==> src/rtl/tt_input_conditioner_pkg.sv <==
// Shared constants for the art-tile input conditioner: default geometry and
// the debounce counter width derivation used by the top and the per-bit slice.
package tt_input_conditioner_pkg;

  localparam int unsigned TT_WIDTH           = 8;
  localparam int unsigned TT_SYNC_STAGES     = 2;
  localparam int unsigned TT_DEBOUNCE_CYCLES = 16;

  // Counter only has to reach DEBOUNCE_CYCLES-1, so clog2 of the cycle count suffices.
  function automatic int unsigned tt_cnt_w(input int unsigned cycles);
    return (cycles <= 32'd2) ? 32'd1 : $clog2(cycles);
  endfunction

endpackage

==> src/rtl/tt_input_conditioner_if.sv <==
// Pin-side bundle of the input conditioner: raw pins and enable in,
// clean level, edge strobes and the aligned change flag out.
interface tt_input_conditioner_if
  import tt_input_conditioner_pkg::*;
#(
  parameter int unsigned WIDTH = TT_WIDTH
);

  logic             ena;
  logic [WIDTH-1:0] raw_in;
  logic [WIDTH-1:0] clean_out;
  logic [WIDTH-1:0] rise_pulse;
  logic [WIDTH-1:0] fall_pulse;
  logic             change_valid;

  modport master (
    output ena, raw_in,
    input  clean_out, rise_pulse, fall_pulse, change_valid
  );

  modport slave (
    input  ena, raw_in,
    output clean_out, rise_pulse, fall_pulse, change_valid
  );

endinterface

==> src/rtl/tt_input_conditioner_debounce.sv <==
// One conditioned bit: synchroniser chain, debounce counter, clean level flop
// and registered rise/fall strobes.
module tt_debounce_bit
  import tt_input_conditioner_pkg::*;
#(
  parameter int unsigned SYNC_STAGES     = TT_SYNC_STAGES,
  parameter int unsigned DEBOUNCE_CYCLES = TT_DEBOUNCE_CYCLES
) (
  input  logic clk,
  input  logic rst_n,
  input  logic ena,
  input  logic raw_i,
  output logic clean_o,
  output logic rise_o,
  output logic fall_o,
  output logic accept_o
);

  localparam int unsigned CNT_W = tt_cnt_w(DEBOUNCE_CYCLES);
  localparam logic [CNT_W-1:0] CNT_MAX = CNT_W'(DEBOUNCE_CYCLES - 1);

  (* async_reg = "true" *) logic [SYNC_STAGES-1:0] sync_q;
  logic [SYNC_STAGES-1:0] sync_d;
  logic [CNT_W-1:0]       cnt_q, cnt_d;
  logic                   clean_q, clean_d;
  logic                   rise_q, rise_d;
  logic                   fall_q, fall_d;
  logic                   sync_s;

  assign sync_s = sync_q[SYNC_STAGES-1];

  // Next-state: sync keeps shifting regardless of ena; debounce state only moves when enabled.
  always_comb begin
    sync_d  = {sync_q[SYNC_STAGES-2:0], raw_i};
    cnt_d   = cnt_q;
    clean_d = clean_q;
    rise_d  = 1'b0;
    fall_d  = 1'b0;
    if (ena) begin
      if (sync_s == clean_q) begin
        cnt_d = {CNT_W{1'b0}};
      end else if (cnt_q == CNT_MAX) begin
        clean_d = sync_s;
        cnt_d   = {CNT_W{1'b0}};
        rise_d  = sync_s;
        fall_d  = ~sync_s;
      end else begin
        cnt_d = cnt_q + CNT_W'(1);
      end
    end else begin
      cnt_d = cnt_q;
    end
  end

  // State register with asynchronous clear.
  always_ff @(posedge clk or negedge rst_n) begin
    if (!rst_n) begin
      sync_q  <= {SYNC_STAGES{1'b0}};
      cnt_q   <= {CNT_W{1'b0}};
      clean_q <= 1'b0;
      rise_q  <= 1'b0;
      fall_q  <= 1'b0;
    end else begin
      sync_q  <= sync_d;
      cnt_q   <= cnt_d;
      clean_q <= clean_d;
      rise_q  <= rise_d;
      fall_q  <= fall_d;
    end
  end

  assign clean_o  = clean_q;
  assign rise_o   = rise_q;
  assign fall_o   = fall_q;
  // Pre-register acceptance lets the top register change_valid in step with the strobes.
  assign accept_o = rise_d | fall_d;

endmodule

==> src/rtl/tt_input_conditioner.sv <==
// Conditions the tile's dedicated input pins: WIDTH independent debounce slices
// plus a single registered change flag aligned with their edge strobes.
module tt_input_conditioner
  import tt_input_conditioner_pkg::*;
#(
  parameter int unsigned WIDTH           = TT_WIDTH,
  parameter int unsigned SYNC_STAGES     = TT_SYNC_STAGES,
  parameter int unsigned DEBOUNCE_CYCLES = TT_DEBOUNCE_CYCLES
) (
  input logic                    clk,
  input logic                    rst_n,
  tt_input_conditioner_if.slave  bus
);

  logic [WIDTH-1:0] clean_s;
  logic [WIDTH-1:0] rise_s;
  logic [WIDTH-1:0] fall_s;
  logic [WIDTH-1:0] accept_s;
  logic             change_valid_q, change_valid_d;

  for (genvar g = 0; g < WIDTH; g++) begin : g_bit
    tt_debounce_bit #(
      .SYNC_STAGES     (SYNC_STAGES),
      .DEBOUNCE_CYCLES (DEBOUNCE_CYCLES)
    ) u_bit (
      .clk      (clk),
      .rst_n    (rst_n),
      .ena      (bus.ena),
      .raw_i    (bus.raw_in[g]),
      .clean_o  (clean_s[g]),
      .rise_o   (rise_s[g]),
      .fall_o   (fall_s[g]),
      .accept_o (accept_s[g])
    );
  end

  // Any bit accepting this edge raises one shared strobe.
  always_comb begin
    change_valid_d = |accept_s;
  end

  // Change flag register, cleared with the rest of the conditioner.
  always_ff @(posedge clk or negedge rst_n) begin
    if (!rst_n) begin
      change_valid_q <= 1'b0;
    end else begin
      change_valid_q <= change_valid_d;
    end
  end

  assign bus.clean_out    = clean_s;
  assign bus.rise_pulse   = rise_s;
  assign bus.fall_pulse   = fall_s;
  assign bus.change_valid = change_valid_q;

endmodule

==> src/flat_wrapper.sv <==
// flat-port wrapper written by rule: the top's interface ports become plain ports
module tt_input_conditioner_flat import tt_input_conditioner_pkg::*;
#(
  parameter int unsigned WIDTH           = TT_WIDTH,
  parameter int unsigned SYNC_STAGES     = TT_SYNC_STAGES,
  parameter int unsigned DEBOUNCE_CYCLES = TT_DEBOUNCE_CYCLES
)
  (clk, rst_n, bus_ena, bus_raw_in, bus_clean_out, bus_rise_pulse, bus_fall_pulse, bus_change_valid);
  tt_input_conditioner_if #(.WIDTH(WIDTH)) bus_i ();
  input logic clk;
  input logic rst_n;
  input wire logic [$bits(bus_i.ena)-1:0] bus_ena;
  input wire logic [$bits(bus_i.raw_in)-1:0] bus_raw_in;
  output wire logic [$bits(bus_i.clean_out)-1:0] bus_clean_out;
  output wire logic [$bits(bus_i.rise_pulse)-1:0] bus_rise_pulse;
  output wire logic [$bits(bus_i.fall_pulse)-1:0] bus_fall_pulse;
  output wire logic [$bits(bus_i.change_valid)-1:0] bus_change_valid;
  assign bus_i.ena = bus_ena;
  assign bus_i.raw_in = bus_raw_in;
  assign bus_clean_out = bus_i.clean_out;
  assign bus_rise_pulse = bus_i.rise_pulse;
  assign bus_fall_pulse = bus_i.fall_pulse;
  assign bus_change_valid = bus_i.change_valid;
  tt_input_conditioner #(.WIDTH(WIDTH), .SYNC_STAGES(SYNC_STAGES), .DEBOUNCE_CYCLES(DEBOUNCE_CYCLES)) u_core (.clk(clk), .rst_n(rst_n), .bus(bus_i));
endmodule
==> config.mk <==
export PLATFORM = sky130hd
export DESIGN_NAME = tt_input_conditioner_flat
export DESIGN_NICKNAME = d
export VERILOG_FILES = /design/src/rtl/tt_input_conditioner_pkg.sv /design/src/rtl/tt_input_conditioner_if.sv /design/src/rtl/tt_input_conditioner_debounce.sv /design/src/rtl/tt_input_conditioner.sv /design/src/flat_wrapper.sv
export SDC_FILE = /design/constraint.sdc
export NUM_CORES = 1
export LEC_CHECK = 0
export ABC_AREA = 1
export CORE_ASPECT_RATIO = 1.75
export CORE_MARGIN = 2
export CORE_UTILIZATION = 45
export CTS_CLUSTER_SIZE = 8
export DETAILED_ROUTE_END_ITERATION = 7
export PLACE_DENSITY_LB_ADDON = 0.2
export SLEW_MARGIN = 15
export SYNTH_ARGS = -nofsm -noshare
export SYNTH_HDL_FRONTEND = slang
export SYNTH_SLANG_ARGS = --single-unit
export TNS_END_PERCENT = 100
==> constraint.sdc <==
create_clock -name clk -period 1.33 [get_ports clk]
set_input_delay 0.133 -clock clk [delete_from_list [all_inputs] [get_ports clk]]
set_output_delay 0.133 -clock clk [all_outputs]
set_load 0.05 [all_outputs]
# --- Yosys cells after proc, flatten, opt, wreduce, memory -nomap -nowiden ---
# Index checks and enable logic that the tools add are counted.
# Widths: inputs -> output; s select.
word_totals:
  reg_bits: 73
  input_bits: 11
classes:
  add_sub_neg: 8
  n_eq_ne: 16
  n_mux: 64
  bitwise: 24
  reduce_logical: 9
op_table:
  columns: ["cell", "count"]
  rows:
  - ["$mux 4", 16]
  - ["$mux 1", 48]
  - ["$add 4x1->4 const B", 8]
  - ["$eq 4x4->1 const B", 8]
  - ["$reduce_and 3->1", 8]
  - ["$not 1->1", 16]
  - ["$eq 1x1->1", 8]
  - ["$or 1x1->1", 8]
  - ["$reduce_or 8->1", 1]

# --- Logic depth before layout (Yosys ltp) ---
# Gate-level depths: netlist (run 1).
logic_depth:
  word_depth: 6
  mapped_depth: 8

# --- By module ---
# A second synthesis (run 1) with hierarchy kept.
hier_totals:
  hier_cells: 392
  hier_area_um2: 3334.4
modules_own_cells:
  columns: ["mod", "instances", "cells_per_inst", "area_per_inst_um2"]
  rows:
  - ["tt_debounce_bit", 8, 47, 406.6]
  - ["tt_input_conditioner", 1, 16, 81.3]

# --- Worst setup path before layout (run 1) ---
# Ideal clock, no wire load.
synth_timing:
  path_type: "reg2reg"
  startpoint: "reg u_core.g_bit[3].u_bit.cnt_q[0]"
  endpoint: "reg u_core.change_valid_q, in the netlist u_core.bus.change_valid"
  setup_time_ps: 119
  arrival_ps: 1022
  required_ps: 1211
  slack_ps: 189
  stages_incl_launch_ff: 8
  path_buffers: 0
  path_cell_list: "dfrtp_1 -> ha_1 -> nand3_1 -> inv_1 -> nand3_1 -> nand2_1 -> nor2_1 -> nand2_1"
synth_between:
  elab_chain_len: 6
  word_cells_on_any_way: 9
synth_rtl:
  columns: ["element", "line", "source"]
  rows:
  - ["start, declared", "tt_input_conditioner_debounce.sv:24", "logic [CNT_W-1:0] cnt_q, cnt_d;"]
  - ["start signal, assigned", "tt_input_conditioner_debounce.sv:59", "cnt_q <= {CNT_W{1'b0}};"]
  - ["start signal, assigned", "tt_input_conditioner_debounce.sv:65", "cnt_q <= cnt_d;"]
  - ["$eq 4x4->1 (*)", "tt_input_conditioner_debounce.sv:42", "end else if (cnt_q == CNT_MAX) begin"]
  - ["$mux 1", "tt_input_conditioner_debounce.sv:42", null]
  - ["$mux 1", "tt_input_conditioner_debounce.sv:40", "if (sync_s == clean_q) begin"]
  - ["$mux 1", "tt_input_conditioner_debounce.sv:39", "if (ena) begin"]
  - ["$or 1x1->1 (*)", "tt_input_conditioner_debounce.sv:76", "assign accept_o = rise_d | fall_d;"]
  - ["$reduce_or 8->1 (*)", "tt_input_conditioner.sv:39", "change_valid_d = |accept_s;"]
  - ["via u_core.change_valid_d", "tt_input_conditioner.sv:19", "logic change_valid_q, change_valid_d;"]
  - ["end signal, assigned", "tt_input_conditioner.sv:47", "change_valid_q <= change_valid_d;"]
  - ["end, declared", "tt_input_conditioner.sv:19", null]
# The timed path passes the listed nets; every way through them passes the cells marked *.
# A chain may end at the register's enable or synchronous reset.

# --- Worst setup path after layout (run 1) ---
layout_timing:
  startpoint: "reg u_core.g_bit[6].u_bit.cnt_q[0]"
  endpoint: "reg u_core.g_bit[6].u_bit.clean_q"
layout_between:
  elab_chain_len: 2
layout_rtl:
  columns: ["element", "line", "source"]
  rows:
  - ["start, declared", "tt_input_conditioner_debounce.sv:24", null]
  - ["start signal, assigned", "tt_input_conditioner_debounce.sv:59", null]
  - ["start signal, assigned", "tt_input_conditioner_debounce.sv:65", null]
  - ["$eq 4x4->1", "tt_input_conditioner_debounce.sv:42", null]
  - ["$reduce_and 3->1 (no source line)", null, null]
  - ["end signal, assigned", "tt_input_conditioner_debounce.sv:66", "clean_q <= clean_d;"]
  - ["end, declared", "tt_input_conditioner_debounce.sv:25", "logic clean_q, clean_d;"]
# Every way passes these cells.

==> results of run 1 <==
## state kept, by name (all words and copies together), names as in the netlist
register	count
u_core.bus.change_valid	1
u_core.g_bit.u_bit.clean_o	8
u_core.g_bit.u_bit.cnt_q	32
u_core.g_bit.u_bit.fall_o	8
u_core.g_bit.u_bit.rise_o	8
u_core.g_bit.u_bit.sync_q	16
## logic make-up after synthesis
group / count (synthesis) / share of synthesized area
simple gates: 137 / 0.176
fa+ha+maj: 8 / 0.0316
xor+xnor: 16 / 0.0442
flops: 73 / 0.576
compound gates: 36 / 0.0691
buf+inv: 58 / 0.103
## routing by layer
layer  GRT usage  wire [µm]  up-vias
met2       0.273       2940       36
met1       0.189       2130     1032
met4      0.0993        128        0
met5           0          0        -
met3      0.0431        208       11
li1            -          -     1081
## stage by stage
| stage | utilization | instances | cell area, µm² |
|---|---|---|---|
| finish | 0.611 | 452 | 4190 |
| global route | 0.611 | 452 | 4190 |
| CTS | 0.597 | 448 | 4090 |
| detailed placement | 0.551 | 431 | 3780 |
| global placement | 0.551 | 431 | 3780 |
| floorplan | - | 328 | 3170 |
## Yosys cell counts
cell type,n,share of area
dfrtp_1,73,0.58
nand2_1,73,0.086
nor2_1,38,0.045
inv_1,28,0.033
buf_4,24,0.057
nand3_1,23,0.036
o21ai_0,22,0.035
ha_1,8,0.032
xnor2_1,8,0.022
xor2_1,8,0.022
a21oi_1,6,0.0095
o21a_1,5,0.012
a21oi_4,2,0.010
buf_2,2,0.0032
buf_6,2,0.0071
nand3_2,2,0.0063
a21oi_2,1,0.0028
clkbuf_1,1,0.0012
inv_2,1,0.0012
or2_2,1,0.0020
## final timing paths
kind	end	cells past startpoint	slack, ns
max	u_core.g_bit[6].u_bit.clean_o	6	0.09
min	u_core.g_bit[0].u_bit.sync_q[0]	2	0.18
min reg2reg	u_core.g_bit[0].u_bit.sync_q[1]	0	0.34
max in group asynchronous	u_core.g_bit[3].u_bit.fall_o	3	0.59
max reg2reg	u_core.g_bit[6].u_bit.clean_o	6	0.09
min in group clk	u_core.g_bit[3].u_bit.sync_q[0]	1	0.25
## report_power, final
part,internal [W],total [W],switching (W)
Clock,0.00146,0.00228,0.000823
Sequential,0.00239,0.00255,0.000154
Combinational,0.000290,0.000559,0.000269
## final cells by class
type / count / area share
sequential: 73 / 0.436
clock inverter: 2 / 0.00239
multi-input combinational: 197 / 0.262
tap: 84 / 0.0251
clock buffer: 14 / 0.0677
timing repair buffer: 53 / 0.181
inverter: 29 / 0.0260
## repair_timing
action,CTS,global route
endpoints found under the setup margin,1,14
gates resized for setup,2,23
buffers inserted,0,4
pin swaps,0,0
hold buffers,1,0
hold endpoints to repair,73,0
==> reports/results.ini, run 1 <==
[outcome]
outcome=finished clean

[synth]
synth_fp_nets=347
ys_seq_area_frac=0.576
ys_warn_count=0
ys_ff_latch=73
avgSynthCellArea_um2=9.66
syn_inst=328
netlist_area_mm2=0.00317
synth.distinct_cells=20

[floorplanning]
fp.dieArea_mm2=0.00776
rows=40
fp.coreArea_mm2=0.00686
fp.dieW_um=67.4
dieHeight_um=115
ios=36
initial_core_util=0.462

[critical_path]
critical_path_arrival_ns=1.45
startpoint=u_core.g_bit[6].u_bit.cnt_q[0]
path_buf_inv=0
cp-start-kind=flip-flop
crit_family=simple AND/OR/NAND/NOR gates
cp_max_fo=4
cp_slowest_cell=dfrtp_1
max_stage_delay_ns=0.38
crit_required_ns=1.54
r2r_start=u_core.g_bit[6].u_bit.cnt_q[0]
worst-setup-path-type=reg2reg
crit_chain=ha_2 > nand2_1 > nor2_2 > nand3_2 > nor2_2 > a21oi_1
endpoint_kind=flip-flop
crit_top_cell=nor2_2

[placed_design]
place_ws_ns=-0.158
post-dp-hpwl_mm=3.74
finalWeightedCongestion=0.804
io_buffers=35

[finish]
layout_common_cells=73 x nand2_1, 73 x dfrtp_1, 28 x inv_1
finalNetCount=382
drive_gt1_frac=0.242
multi_input_area_mm2=0.00110
syn2layout_area_growth_pct=32.3
diodes=0
nFillCells=536
seqCellArea_mm2=0.00183

[routing]
drc=0
wl_mm=5.41
via_per_inst=4.78
drt_iter0_markers=101
final_antenna_net_count=0
post_drt_wl_per_cell_um=12.0
via_count=2160
first_pass_iters=4

[global_route]
grt_pass1_wl_mm=9.57
grt_usage=0.166
gr-total-overflow=0
antenna_found_initial=0
grt_pass1_vias=2231
grt_start_max_net_pins=63

[clocking]
cts_tree=done
cts_max_path_buffers=2
cts_root_buf=clkbuf_16
cts_made_buffers=9
clk_pin_slew_ns=0.05
clk_latency_ns=0.33
h-tree-depth=3
clkSinkCount=73

[job]
maxCapViolCount=0

[sta]
relSlewSlack=0.776
timing.final.crit_share=0.933
fmax_mhz=806
finalSetupViolations=0
finClkSkew_ns=0.00414
final.setup.tns_ns=0
slew_viol_final=0
hold_violations=0
timing.final.ws_setup_ns=0.0893
timing.hold.ws_ns=0.182
tightest_slew_ns=0.336
post-route-min-period_ns=1.24
rsz0062_at_grt=true

[pwr]
power_leakage_nw=1.98
vdd_drop_max_uv=847
powerDensity_mw_per_mm2=1290
power.total_w=0.00539

[hold_path]
hold_path.class=in2async

(Power assumes the default switching activity.)
==> run 2, diff against run 1 <==
--- a/config.mk
+++ b/config.mk
@@ -7,9 +7,9 @@
 export LEC_CHECK = 0
 export ABC_AREA = 1
 export CORE_ASPECT_RATIO = 1.75
-export CORE_MARGIN = 2
-export CORE_UTILIZATION = 45
-export CTS_CLUSTER_SIZE = 8
+export CORE_MARGIN = 5
+export CORE_UTILIZATION = 40
+export CTS_CLUSTER_SIZE = 24
 export DETAILED_ROUTE_END_ITERATION = 7
 export PLACE_DENSITY_LB_ADDON = 0.2
 export SLEW_MARGIN = 15
==> reports/results.ini, run 2 (synthesis gave the netlist of run 1 again) <==
[finish]
regMostFlops=u_core.g_bit.u_bit.cnt_q
fin_util=0.533  ; -0.0787
syn2layout_area_growth_pct=32.1
drive_gt1_frac=0.226  ; -0.0163
reg.largest.list=u_core.g_bit.u_bit.cnt_q: 32 flops, u_core.g_bit.u_bit.sync_q: 16 flops
stdcell_count=458  ; +1.3%
final_common_cell=dfrtp_1
finalNetCount=382  ; unchanged
layout_common_cells=73 x dfrtp_1, 72 x nand2_1, 29 x nor2_1
largest_reg_flops=32  ; unchanged
diodes=0  ; unchanged

[sta]
slew_viol_final=0  ; unchanged
relSlewSlack=0.774  ; -0.00181
timing.hold.ws_ns=0.240  ; +0.0574 ns
tightest_slew_ns=0.339  ; +0.00272 ns
post-route-min-period_ns=1.23  ; -0.0147 ns
hold_violations=0  ; unchanged
timing.final.crit_share=0.922  ; -0.0110
fmax_mhz=816  ; +1.2%
finClkSkew_ns=0.00454  ; +0.000400 ns
finalSetupViolations=0  ; unchanged

[job]
maxCapViolCount=0  ; unchanged

[placed_design]
io_buffers=35  ; unchanged
place_inst=440  ; +2.1%
post-dp-hpwl_mm=3.99  ; +6.8%
finalWeightedCongestion=0.785  ; -2.4%

[pwr]
vdd_drop_max_uv=859  ; +1.4%
power_leakage_nw=1.99  ; +0.19%
power.total_w=0.00550  ; +2.1%
powerDensity_mw_per_mm2=1320  ; +2.3%

[critical_path]
r2r_start=u_core.g_bit[4].u_bit.cnt_q[0]
startpoint=u_core.g_bit[4].u_bit.cnt_q[0]
max_stage_delay_ns=0.39  ; about the same
endpoint_kind=flip-flop
worst-setup-path-type=reg2reg
path_buf_inv=0  ; unchanged
crit_family=simple AND/OR/NAND/NOR gates
crit_required_ns=1.55  ; about the same
critical_path_arrival_ns=1.44  ; about the same
crit_chain=ha_1 > nand2_1 > nor2_2 > nand3_2 > nor2_1 > a21oi_1
cp-start-kind=flip-flop
cp_max_fo=4  ; unchanged
rrSetupSlack_ns=0.10  ; about the same
cp_slowest_cell=dfrtp_1

[floorplanning]
fp.dieW_um=77.3  ; +15%
initial_core_util=0.403  ; -0.0588
ios=36  ; unchanged
rows=43  ; +7.5%
dieHeight_um=128  ; +11%
fp.coreArea_mm2=0.00786  ; +15%
fp.dieArea_mm2=0.00987  ; +27%

[global_route]
grt_usage=0.120  ; -0.0462
grt_pass1_wl_mm=9.27  ; -3.2%
grt_pass1_vias=2090  ; -6.3%
grt_start_max_net_pins=33  ; -48%
antenna_found_initial=0  ; unchanged
gr-total-overflow=0  ; unchanged

[hold_path]
hold_path.class=in2reg
min_from=bus_raw_in[2]

[routing]
wl_mm=5.50  ; +1.6%
via_per_inst=4.74  ; -0.85%
drt_iter0_markers=113  ; +12%
post_drt_wl_per_cell_um=12.0  ; +0.30%
drc=0  ; unchanged
final_antenna_net_count=0  ; unchanged
first_pass_iters=4  ; unchanged
via_count=2170  ; +0.46%

[clocking]
cts_max_path_buffers=2  ; unchanged
cts_tree=done
h-tree-depth=3  ; unchanged
clk_latency_ns=0.33  ; about the same
cts_made_buffers=9  ; unchanged
cts_root_buf=clkbuf_16
clk_pin_slew_ns=0.05  ; about the same
clkSinkCount=73  ; unchanged

[outcome]
outcome=finished clean

-- run 2: final timing paths --
check	endpoint	cells after the start
min in group asynchronous	u_core.g_bit[2].u_bit.rise_o	2
max in group asynchronous	u_core.g_bit[7].u_bit.clean_o	3
hold / removal	u_core.g_bit[2].u_bit.sync_q[0]	1
setup / recovery	u_core.g_bit[4].u_bit.clean_o	6
hold reg to reg	u_core.g_bit[3].u_bit.sync_q[1]	0
setup reg to reg	u_core.g_bit[4].u_bit.clean_o	6
-- run 2: layout make-up --
cell class | count | area, µm²
clock buffer | 14 | 274
sequential | 73 | 1830
clock inverter | 2 | 35.0
inverter | 29 | 109
fill | 709 | 3670
multi-input combinational | 197 | 1080
tap | 90 | 113
timing repair buffer | 53 | 748
-- run 2: power by group --
part           internal (W)  switching, W  total [W]
combinational      0.000260      0.000260   0.000520
clock               0.00160      0.000837    0.00244
sequential          0.00239      0.000150    0.00254
total               0.00426       0.00125    0.00550
-- run 2: timing repair --
action | 4_1_cts | 5_1_grt
resized for setup | 0 | 19
setup buffers | 0 | 1
hold buffers | 1 | 0
hold endpoints to repair | 23 | 0
setup endpoints to repair | 0 | 9
-- run 2: metrics by stage --
stage | area (µm²) | setup slack (ns) | TNS (ns)
2_1_floorplan | 3170 | 0.189 | 0
3_3_place_gp | 3800 | -0.135 | -1.39
3_5_place_dp | 3800 | -0.177 | -1.96
4_1_cts | 4120 | 0.0116 | 0
5_1_grt | 4190 | -0.00430 | -0.00538
6_report | 4190 | 0.104 | 0
-- run 2: layer usage --
metal,vias to the layer above,routed length (µm),global-route usage,part of all wire
met3,11,251,0.0401,0.046
met5,-,0,0,0
li1,1082,-,-,-
met1,1045,2210,0.130,0.40
met4,0,127,0.0638,0.023
met2,32,2900,0.204,0.53
